===== config.mk =====
export PLATFORM = sky130hd
export DESIGN_NAME = regfile_2r1w_flat
export DESIGN_NICKNAME = d
export VERILOG_FILES = /design/src/rtl/regfile_2r1w_pkg.sv /design/src/rtl/regfile_2r1w_if.sv /design/src/rtl/regfile_2r1w_read_port.sv /design/src/rtl/regfile_2r1w.sv /design/src/flat_wrapper.sv
export SDC_FILE = /design/constraint.sdc
export NUM_CORES = 2
export LEC_CHECK = 0
export CAP_MARGIN = 10
export CORE_MARGIN = 8
export CORE_UTILIZATION = 40
export CTS_BUF_LIST = sky130_fd_sc_hd__clkbuf_2
export DETAILED_ROUTE_END_ITERATION = 10
export HOLD_SLACK_MARGIN = 0.1
export PLACE_DENSITY = 0.69
export SYNTH_ARGS = -nofsm -noshare
export SYNTH_HDL_FRONTEND = slang
export SYNTH_SLANG_ARGS = --single-unit

===== constraint.sdc =====
create_clock -name clk -period 38.6 [get_ports clk]
set_input_delay 5.79 -clock clk [delete_from_list [all_inputs] [get_ports clk]]
set_output_delay 5.79 -clock clk [all_outputs]
set_load 0.02 [all_outputs]

===== src/rtl/regfile_2r1w_pkg.sv =====
// Shared defaults for the 2-read/1-write register file and its interface.
package regfile_2r1w_pkg;
  localparam int DATA_W = 32;
  localparam int DATA_D = 32;
  localparam int ADDR_W = 5;
  localparam bit ENABLE = 1'b1;
endpackage


===== src/rtl/regfile_2r1w_if.sv =====
// Decode/writeback side of the register file: two read ports, write port, pending set.
interface regfile_2r1w_if
  import regfile_2r1w_pkg::*;
#(
  parameter int WIDTH = DATA_W,
  parameter int DEPTH = DATA_D,
  parameter int AW    = ADDR_W
) ();
  logic             ra_en;
  logic [AW-1:0]    ra_addr;
  logic [WIDTH-1:0] ra_data;
  logic             ra_pend;
  logic             rb_en;
  logic [AW-1:0]    rb_addr;
  logic [WIDTH-1:0] rb_data;
  logic             rb_pend;
  logic             we;
  logic [AW-1:0]    w_addr;
  logic [WIDTH-1:0] w_data;
  logic             ps_en;
  logic [AW-1:0]    ps_addr;
  logic [DEPTH-1:0] pend_vec;

  modport master (
    output ra_en, ra_addr, rb_en, rb_addr, we, w_addr, w_data, ps_en, ps_addr,
    input  ra_data, ra_pend, rb_data, rb_pend, pend_vec
  );

  modport slave (
    input  ra_en, ra_addr, rb_en, rb_addr, we, w_addr, w_data, ps_en, ps_addr,
    output ra_data, ra_pend, rb_data, rb_pend, pend_vec
  );
endinterface


===== src/rtl/regfile_2r1w_read_port.sv =====
// One registered read port: array select, write-first bypass, zero-register mux.
module regfile_2r1w_read_port
  import regfile_2r1w_pkg::*;
#(
  parameter int WIDTH    = DATA_W,
  parameter int DEPTH    = DATA_D,
  parameter int AW       = ADDR_W,
  parameter bit ZERO_REG = ENABLE
) (
  input  logic                         clk,
  input  logic                         reset,
  input  logic                         en,
  input  logic [AW-1:0]                addr,
  input  logic                         we,
  input  logic [AW-1:0]                w_addr,
  input  logic [WIDTH-1:0]             w_data,
  input  logic [DEPTH-1:0][WIDTH-1:0]  mem,
  input  logic [DEPTH-1:0]             pending,
  output logic [WIDTH-1:0]             data,
  output logic                         pend
);
  logic             is_zero;
  logic             hit;
  logic [WIDTH-1:0] nxt_data;
  logic             nxt_pend;

  assign is_zero = ZERO_REG && (addr == '0);
  assign hit     = we && (w_addr == addr);

  // Pending is sampled before any same-cycle set; a retiring write clears it.
  always_comb begin
    nxt_data = mem[addr];
    nxt_pend = pending[addr];
    if (is_zero) begin
      nxt_data = '0;
      nxt_pend = 1'b0;
    end else if (hit) begin
      nxt_data = w_data;
      nxt_pend = 1'b0;
    end
  end

  always_ff @(posedge clk or posedge reset) begin
    if (reset) begin
      data <= '0;
      pend <= 1'b0;
    end else if (en) begin
      data <= nxt_data;
      pend <= nxt_pend;
    end
  end
endmodule


===== src/rtl/regfile_2r1w.sv =====
// DEPTH x WIDTH register file, two registered read ports with bypass, pending scoreboard.
module regfile_2r1w
  import regfile_2r1w_pkg::*;
#(
  parameter int WIDTH    = DATA_W,
  parameter int DEPTH    = DATA_D,
  parameter int AW       = ADDR_W,
  parameter bit ZERO_REG = ENABLE
) (
  input  logic          clk,
  input  logic          reset,
  regfile_2r1w_if.slave rf
);
  logic [DEPTH-1:0][WIDTH-1:0] mem;
  logic [DEPTH-1:0]            pending;
  logic                        wr_ok;
  logic                        ps_ok;

  assign wr_ok = rf.we    && !(ZERO_REG && (rf.w_addr  == '0));
  assign ps_ok = rf.ps_en && !(ZERO_REG && (rf.ps_addr == '0));

  always_ff @(posedge clk or posedge reset) begin
    if (reset) begin
      mem <= '0;
    end else if (wr_ok) begin
      mem[rf.w_addr] <= rf.w_data;
    end
  end

  // Set is applied after clear so a new producer on the retiring register wins.
  always_ff @(posedge clk or posedge reset) begin
    if (reset) begin
      pending <= '0;
    end else begin
      if (wr_ok) pending[rf.w_addr]  <= 1'b0;
      if (ps_ok) pending[rf.ps_addr] <= 1'b1;
    end
  end

  assign rf.pend_vec = pending;

  regfile_2r1w_read_port #(
    .WIDTH(WIDTH), .DEPTH(DEPTH), .AW(AW), .ZERO_REG(ZERO_REG)
  ) u_port_a (
    .clk(clk), .reset(reset), .en(rf.ra_en), .addr(rf.ra_addr),
    .we(rf.we), .w_addr(rf.w_addr), .w_data(rf.w_data),
    .mem(mem), .pending(pending), .data(rf.ra_data), .pend(rf.ra_pend)
  );

  regfile_2r1w_read_port #(
    .WIDTH(WIDTH), .DEPTH(DEPTH), .AW(AW), .ZERO_REG(ZERO_REG)
  ) u_port_b (
    .clk(clk), .reset(reset), .en(rf.rb_en), .addr(rf.rb_addr),
    .we(rf.we), .w_addr(rf.w_addr), .w_data(rf.w_data),
    .mem(mem), .pending(pending), .data(rf.rb_data), .pend(rf.rb_pend)
  );
endmodule


===== src/flat_wrapper.sv =====
// flat-port wrapper written by rule: the top's interface ports become plain ports
module regfile_2r1w_flat import regfile_2r1w_pkg::*;
#(
  parameter int WIDTH    = DATA_W,
  parameter int DEPTH    = DATA_D,
  parameter int AW       = ADDR_W,
  parameter bit ZERO_REG = ENABLE
)
  (clk, reset, rf_ra_en, rf_ra_addr, rf_rb_en, rf_rb_addr, rf_we, rf_w_addr, rf_w_data, rf_ps_en, rf_ps_addr, rf_ra_data, rf_ra_pend, rf_rb_data, rf_rb_pend, rf_pend_vec);
  regfile_2r1w_if #(.WIDTH(WIDTH), .DEPTH(DEPTH), .AW(AW)) rf_i ();
  input  logic clk;
  input  logic reset;
  input wire logic [$bits(rf_i.ra_en)-1:0] rf_ra_en;
  input wire logic [$bits(rf_i.ra_addr)-1:0] rf_ra_addr;
  input wire logic [$bits(rf_i.rb_en)-1:0] rf_rb_en;
  input wire logic [$bits(rf_i.rb_addr)-1:0] rf_rb_addr;
  input wire logic [$bits(rf_i.we)-1:0] rf_we;
  input wire logic [$bits(rf_i.w_addr)-1:0] rf_w_addr;
  input wire logic [$bits(rf_i.w_data)-1:0] rf_w_data;
  input wire logic [$bits(rf_i.ps_en)-1:0] rf_ps_en;
  input wire logic [$bits(rf_i.ps_addr)-1:0] rf_ps_addr;
  output wire logic [$bits(rf_i.ra_data)-1:0] rf_ra_data;
  output wire logic [$bits(rf_i.ra_pend)-1:0] rf_ra_pend;
  output wire logic [$bits(rf_i.rb_data)-1:0] rf_rb_data;
  output wire logic [$bits(rf_i.rb_pend)-1:0] rf_rb_pend;
  output wire logic [$bits(rf_i.pend_vec)-1:0] rf_pend_vec;
  assign rf_i.ra_en = rf_ra_en;
  assign rf_i.ra_addr = rf_ra_addr;
  assign rf_i.rb_en = rf_rb_en;
  assign rf_i.rb_addr = rf_rb_addr;
  assign rf_i.we = rf_we;
  assign rf_i.w_addr = rf_w_addr;
  assign rf_i.w_data = rf_w_data;
  assign rf_i.ps_en = rf_ps_en;
  assign rf_i.ps_addr = rf_ps_addr;
  assign rf_ra_data = rf_i.ra_data;
  assign rf_ra_pend = rf_i.ra_pend;
  assign rf_rb_data = rf_i.rb_data;
  assign rf_rb_pend = rf_i.rb_pend;
  assign rf_pend_vec = rf_i.pend_vec;
  regfile_2r1w #(.WIDTH(WIDTH), .DEPTH(DEPTH), .AW(AW), .ZERO_REG(ZERO_REG)) u_core (.clk(clk), .reset(reset), .rf(rf_i));
endmodule

After elaboration in Yosys (flattened, before gate mapping)
Cells that the tools add are included.
Storage, ports and cells
  register bits after elaboration: 1122
  bits in latches: 0
  RAM bits: 0
  ROM bits: 0
  bits of input ports: 58
  logic and storage cells: 85
  memories kept: 0
Cells by class
  add/sub/neg operators: 0
  multipliers: 0
  divide/modulo/power cells: 0
  magnitude comparators: 6
  equal/unequal tests: 2
  shifts and indexed selects: 0
  muxes and demuxes: 25
  bitwise gates (word level): 3
  reductions and logical operators: 12
Operators by type and width (number)
  $bwmux 1024: 1
  $bmux 32 s5: 2
  $mux 32: 9
  $demux 32 s5: 1
  $and 32x32->32: 1
  $not 32->32: 1
  $or 32x32->32: 1
  $lt 5x6->1 const B: 4
  $logic_not 5->1: 4
  $bmux 1 s5: 2
  $demux 1 s5: 2
  $eq 5x5->1: 2
  $ge 5x1->1 const B: 2
  $mux 1: 8
  $logic_and 1x1->1: 6
  $logic_not 1->1: 2

Longest topological paths before layout
  word-level depth: 9
  depth in mapped cells: 10
  mapped depth without buffers: 5

By module
A second synthesis with hierarchy kept.
Unflattened totals
  cells, all modules: 4075
  area total of the unflattened synthesis: 58904.0 µm²
By module, submodules not included
  regfile_2r1w: instances 1, cells each 2393, area each 39315.2 µm², seq. area each 26425.3 µm²
  regfile_2r1w_read_port: instances 2, cells each 841, area each 9794.4 µm², seq. area each 825.8 µm²

Worst setup path before layout
Ideal clock, no wire load.
  path kind: input -> register
  start: in rf_ra_addr[2]
  end: reg u_core.u_port_a.data[30]
  setup time: 0.129 ns
  data arrival time: 7.504 ns
  data required time: 38.471 ns
  path slack: 30.968 ns
  stages: 7
  buffers on the path: 3
  path through: buf_2 buf_2 buf_1 mux4_2 a211oi_1 a211oi_1 a2111o_1
Between the ends
  longest elaborated chain between the ends: 4
  elaborated cells between the ends (all ways): 7
Ends and longest elaborated chain
  start: declaration: RTL line flat_wrapper.sv:14  | input wire logic [$bits(rf_i.ra_addr)-1:0] rf_ra_addr;
  $bmux 32 s5 / $eq 5x5->1 (equally long branches): RTL line regfile_2r1w_read_port.sv:32, regfile_2r1w_read_port.sv:28
  $mux 32 (implied by the code) / $logic_and 1x1->1 (equally long branches): RTL line regfile_2r1w_read_port.sv:32, regfile_2r1w_read_port.sv:28
  $mux 32: RTL line regfile_2r1w_read_port.sv:37  | end else if (hit) begin
  $mux 32 *: RTL line regfile_2r1w_read_port.sv:34  | if (is_zero) begin
  end signal: assignment: RTL line regfile_2r1w_read_port.sv:48  | data <= nxt_data;
  end: declaration: RTL line regfile_2r1w_read_port.sv:19  | output logic [WIDTH-1:0] data,
Mark *: on every way between the ends. The rest lies on a longest branch, timed or not. The select of a mux whose other input is x is not followed.
A chain may end at the register's enable or synchronous reset.

Worst setup path after layout
  start: reg u_core.u_port_a.data[25]
  end: out rf_ra_data[25]
RTL lines
  end: declaration: RTL line flat_wrapper.sv:22  | output wire logic [$bits(rf_i.ra_data)-1:0] rf_ra_data;
No word-level cell between the ends.

==> impl_metrics.tcl <==
set metrics [dict create \
    status "finished clean" \
    drc_errors 0 \
    grt_first_pass_wirelength_um 285000 \
    slowest_delay_ns 0.68 \
    power_frac_comb_pct 23.1 \
    drt_iter0_markers 4288 \
    drtAntennaViolNets 0 \
    maxSlewHeadroom_pct 16.3 \
    synth_edf_count 0 \
    cp_data_arrival_time_ns 2.84 \
    synth_cell_types 62 \
    avgRoutedWirePerCell_um 30.0 \
    synth_common_cells "dfrtp_1, mux2_2, mux4_2" \
    clkSinkCount 1122 \
    synthToLayoutAreaGrowth_pct 8.69 \
    pin_count 156 \
    async_flop_share_pct 100 \
    die-area_mm2 0.161 \
    routabilityCongestion 0.819 \
    max-vdd-ir-drop_mv 0.0313 \
    path_buf_inv 1 \
    final_layout_size_suffix_gt1_share_pct 43.9 \
    p_switching_uw 977 \
    timing.final.crit_share_pct 22.4 \
    rsz0062_at_grt "no" \
    skew_ns 0.0978 \
    startpoint_type "flop" \
    nNetsFinal 4365 \
    critPathKind "reg2out" \
    ys_seq_area_share_pct 47.2 \
    rows 141 \
    netlist_top_cells_area "dfrtp_1, mux2_2, mux4_2" \
    layout_min_cycle_time_ns 8.63 \
    cp_max_fo 3 \
    dp_hpwl_um 104000 \
    p_clk_share_pct 25.7 \
    numCtsBuffers 301 \
    dr.pass1.iters 7 \
    port_buffers 155 \
    timing.hold.ws_ns 0.405 \
    synth_top_area_cell "dfrtp_1" \
    synth_most_common_cell "dfrtp_1" \
    timing.final.hold_violations 0 \
    grt_max_degree 177 \
    ctsResizeCount 0 \
    clockBufferDepth 4 \
    mappedNetlistArea_mm2 0.0595 \
    syn-num-nets 4291 \
    grt_usage_pct 23.4 \
    synth.avg_cell_area_um2 14.0 \
    cts_tree "yes" \
    grt_pass1_vias 42200 \
    hold_buffers 0 \
    cp.required_ns 32.81 \
    die_w_um 402 \
    via_per_inst 6.35 \
    synth_flop_cell "dfrtp_1" \
    grt_antenna_before_repair 14 \
    start_util_pct 40.3 \
    fp.dieH_um 402 \
    clockRootBuffer "clkbuf_2" \
    clk_pin_slew_worst_paths_ns 0.12 \
    maxSlewViolCount 0 \
    end_kind "output port" \
    htreeDepth 5 \
    core-area_mm2 0.148 \
    fmax_mhz 116 \
    worstSkewPairLatency_ns 1.65 \
    overflow 0 \
    setup_viol 0 \
    num_vias 40800 \
    worstMarginPinSlew_ns 1.25 \
    ys_seq_elements 1122 \
    path_cells "clkdlybuf4s50_1" \
    seq_power_share_pct 51.2 \
    p_per_area_mw_per_mm2 47.7 \
    post-cts-setup-buffers 0 \
    netlist_instances 4233 \
    cpMaxStageDelayCell "clkdlybuf4s50_1" \
    synth_top_area_share_pct 47.2 \
    setup-tns-final_ns 0 \
    crit_family "buffers and inverters" \
    maxCapViolations 0 \
    switching_share_pct 31.7 \
    leakage_nw 28.3 \
    yosysWarnings 0 \
    wirelength_um 193000 \
    hp-class "reg2reg" \
    intPower_mw 2.10 \
]
worst paths after layout:
check	startpoint	end	slack, ns	cells after the start
max in group asynchronous	reset	u_core.mem[1005]	31.39	4
hold reg to reg	u_core.mem[25]	u_core.mem[25]	0.41	0
hold / removal	u_core.mem[25]	u_core.mem[25]	0.41	0
setup reg to reg	u_core.mem[129]	u_core.u_port_a.data[1]	36.59	5
setup / recovery	u_core.u_port_a.data[25]	rf_ra_data[25]	29.97	1
min in group asynchronous	reset	u_core.mem[954]	4.79	2
layer usage:
| metal | part of all wire, % | global-route usage [%] | vias to the layer above |
|---|---|---|---|
| li1 | - | - | 16500 |
| met1 | 39 | 30.3 | 21600 |
| met2 | 47 | 37.3 | 2068 |
| met3 | 9.1 | 5.38 | 498 |
| met4 | 4.5 | 10.8 | 4 |
| met5 | 0.013 | 0 | - |
cells in the final DEF, fill, tap and decap left out, drive strengths merged, types with 3 or more instances in the layout:
cell,n
nor3,8
xnor2,10
nand4,6
a22o,10
diode,15
o211ai,4
o21ai,55
clkdlybuf4s50,145
a21oi,128
o22ai,5
nand3,5
a211oi,64
a221oi,156
dfrtp,1122
mux2,992
o221ai,32
nand3b,4
clkinv,45
nor2,18
a2111o,31
and2,35
buf,98
o21a,31
nand2b,4
nor3b,3
nand2,190
or2,4
a22oi,31
clkbuf,411
nor2b,77
mux4,402
mux2i,289
inv,24
nor4,4
through the flow:
stage	cell area, µm²	worst slack (ns)	utilization [%]	power [mW]	instances
after floorplan	59500	1.21	-	2.08	4233
after detailed placement	62200	28.60	42.1	2.31	5932
after global routing	64600	29.83	43.8	3.24	6407
after CTS	64500	29.80	43.7	3.09	6397
final	64600	29.97	43.8	3.08	6414
after global placement	62200	28.67	42.1	2.27	5932
sequential cells by signal, summed over array words and instances (netlist names):
| name | flops |
|---|---|
| u_core.u_port_a.pend | 1 |
| u_core.u_port_b.data | 32 |
| u_core.u_port_a.data | 32 |
| u_core.mem | 1024 |
| u_core.u_port_b.pend | 1 |
| u_core.rf.pend_vec | 32 |
cell families after synthesis:
family                 Yosys count  share of synthesized area [%]
flip-flops                    1122                           47.2
XOR/XNOR                        10                          0.147
multiplexers                  1683                           38.9
AO/OA/AOI/OAI                  561                           6.95
AND/OR/NAND/NOR                368                           3.05
buffers and inverters          489                           3.72
layout make-up:
type | instances | area (µm²)
fill | 13400 | 83000
multi-input combinational | 2622 | 29400
sequential | 1122 | 28100
tap | 1930 | 2410
timing repair buffer | 244 | 2330
clock buffer | 410 | 2050
clock inverter | 55 | 272
inverter | 16 | 72.6
antenna | 15 | 37.5
power groups by stage:
stage	Sequential, mW	Clock [mW]	Combinational (mW)
3_3_place_gp	1.58	0	0.694
2_1_floorplan	1.56	0	0.527
5_1_grt	1.60	0.872	0.763
6_report	1.58	0.791	0.711
3_5_place_dp	1.59	0	0.712
4_1_cts	1.57	0.808	0.714
Note: power is estimated with default switching activity, not from simulation.
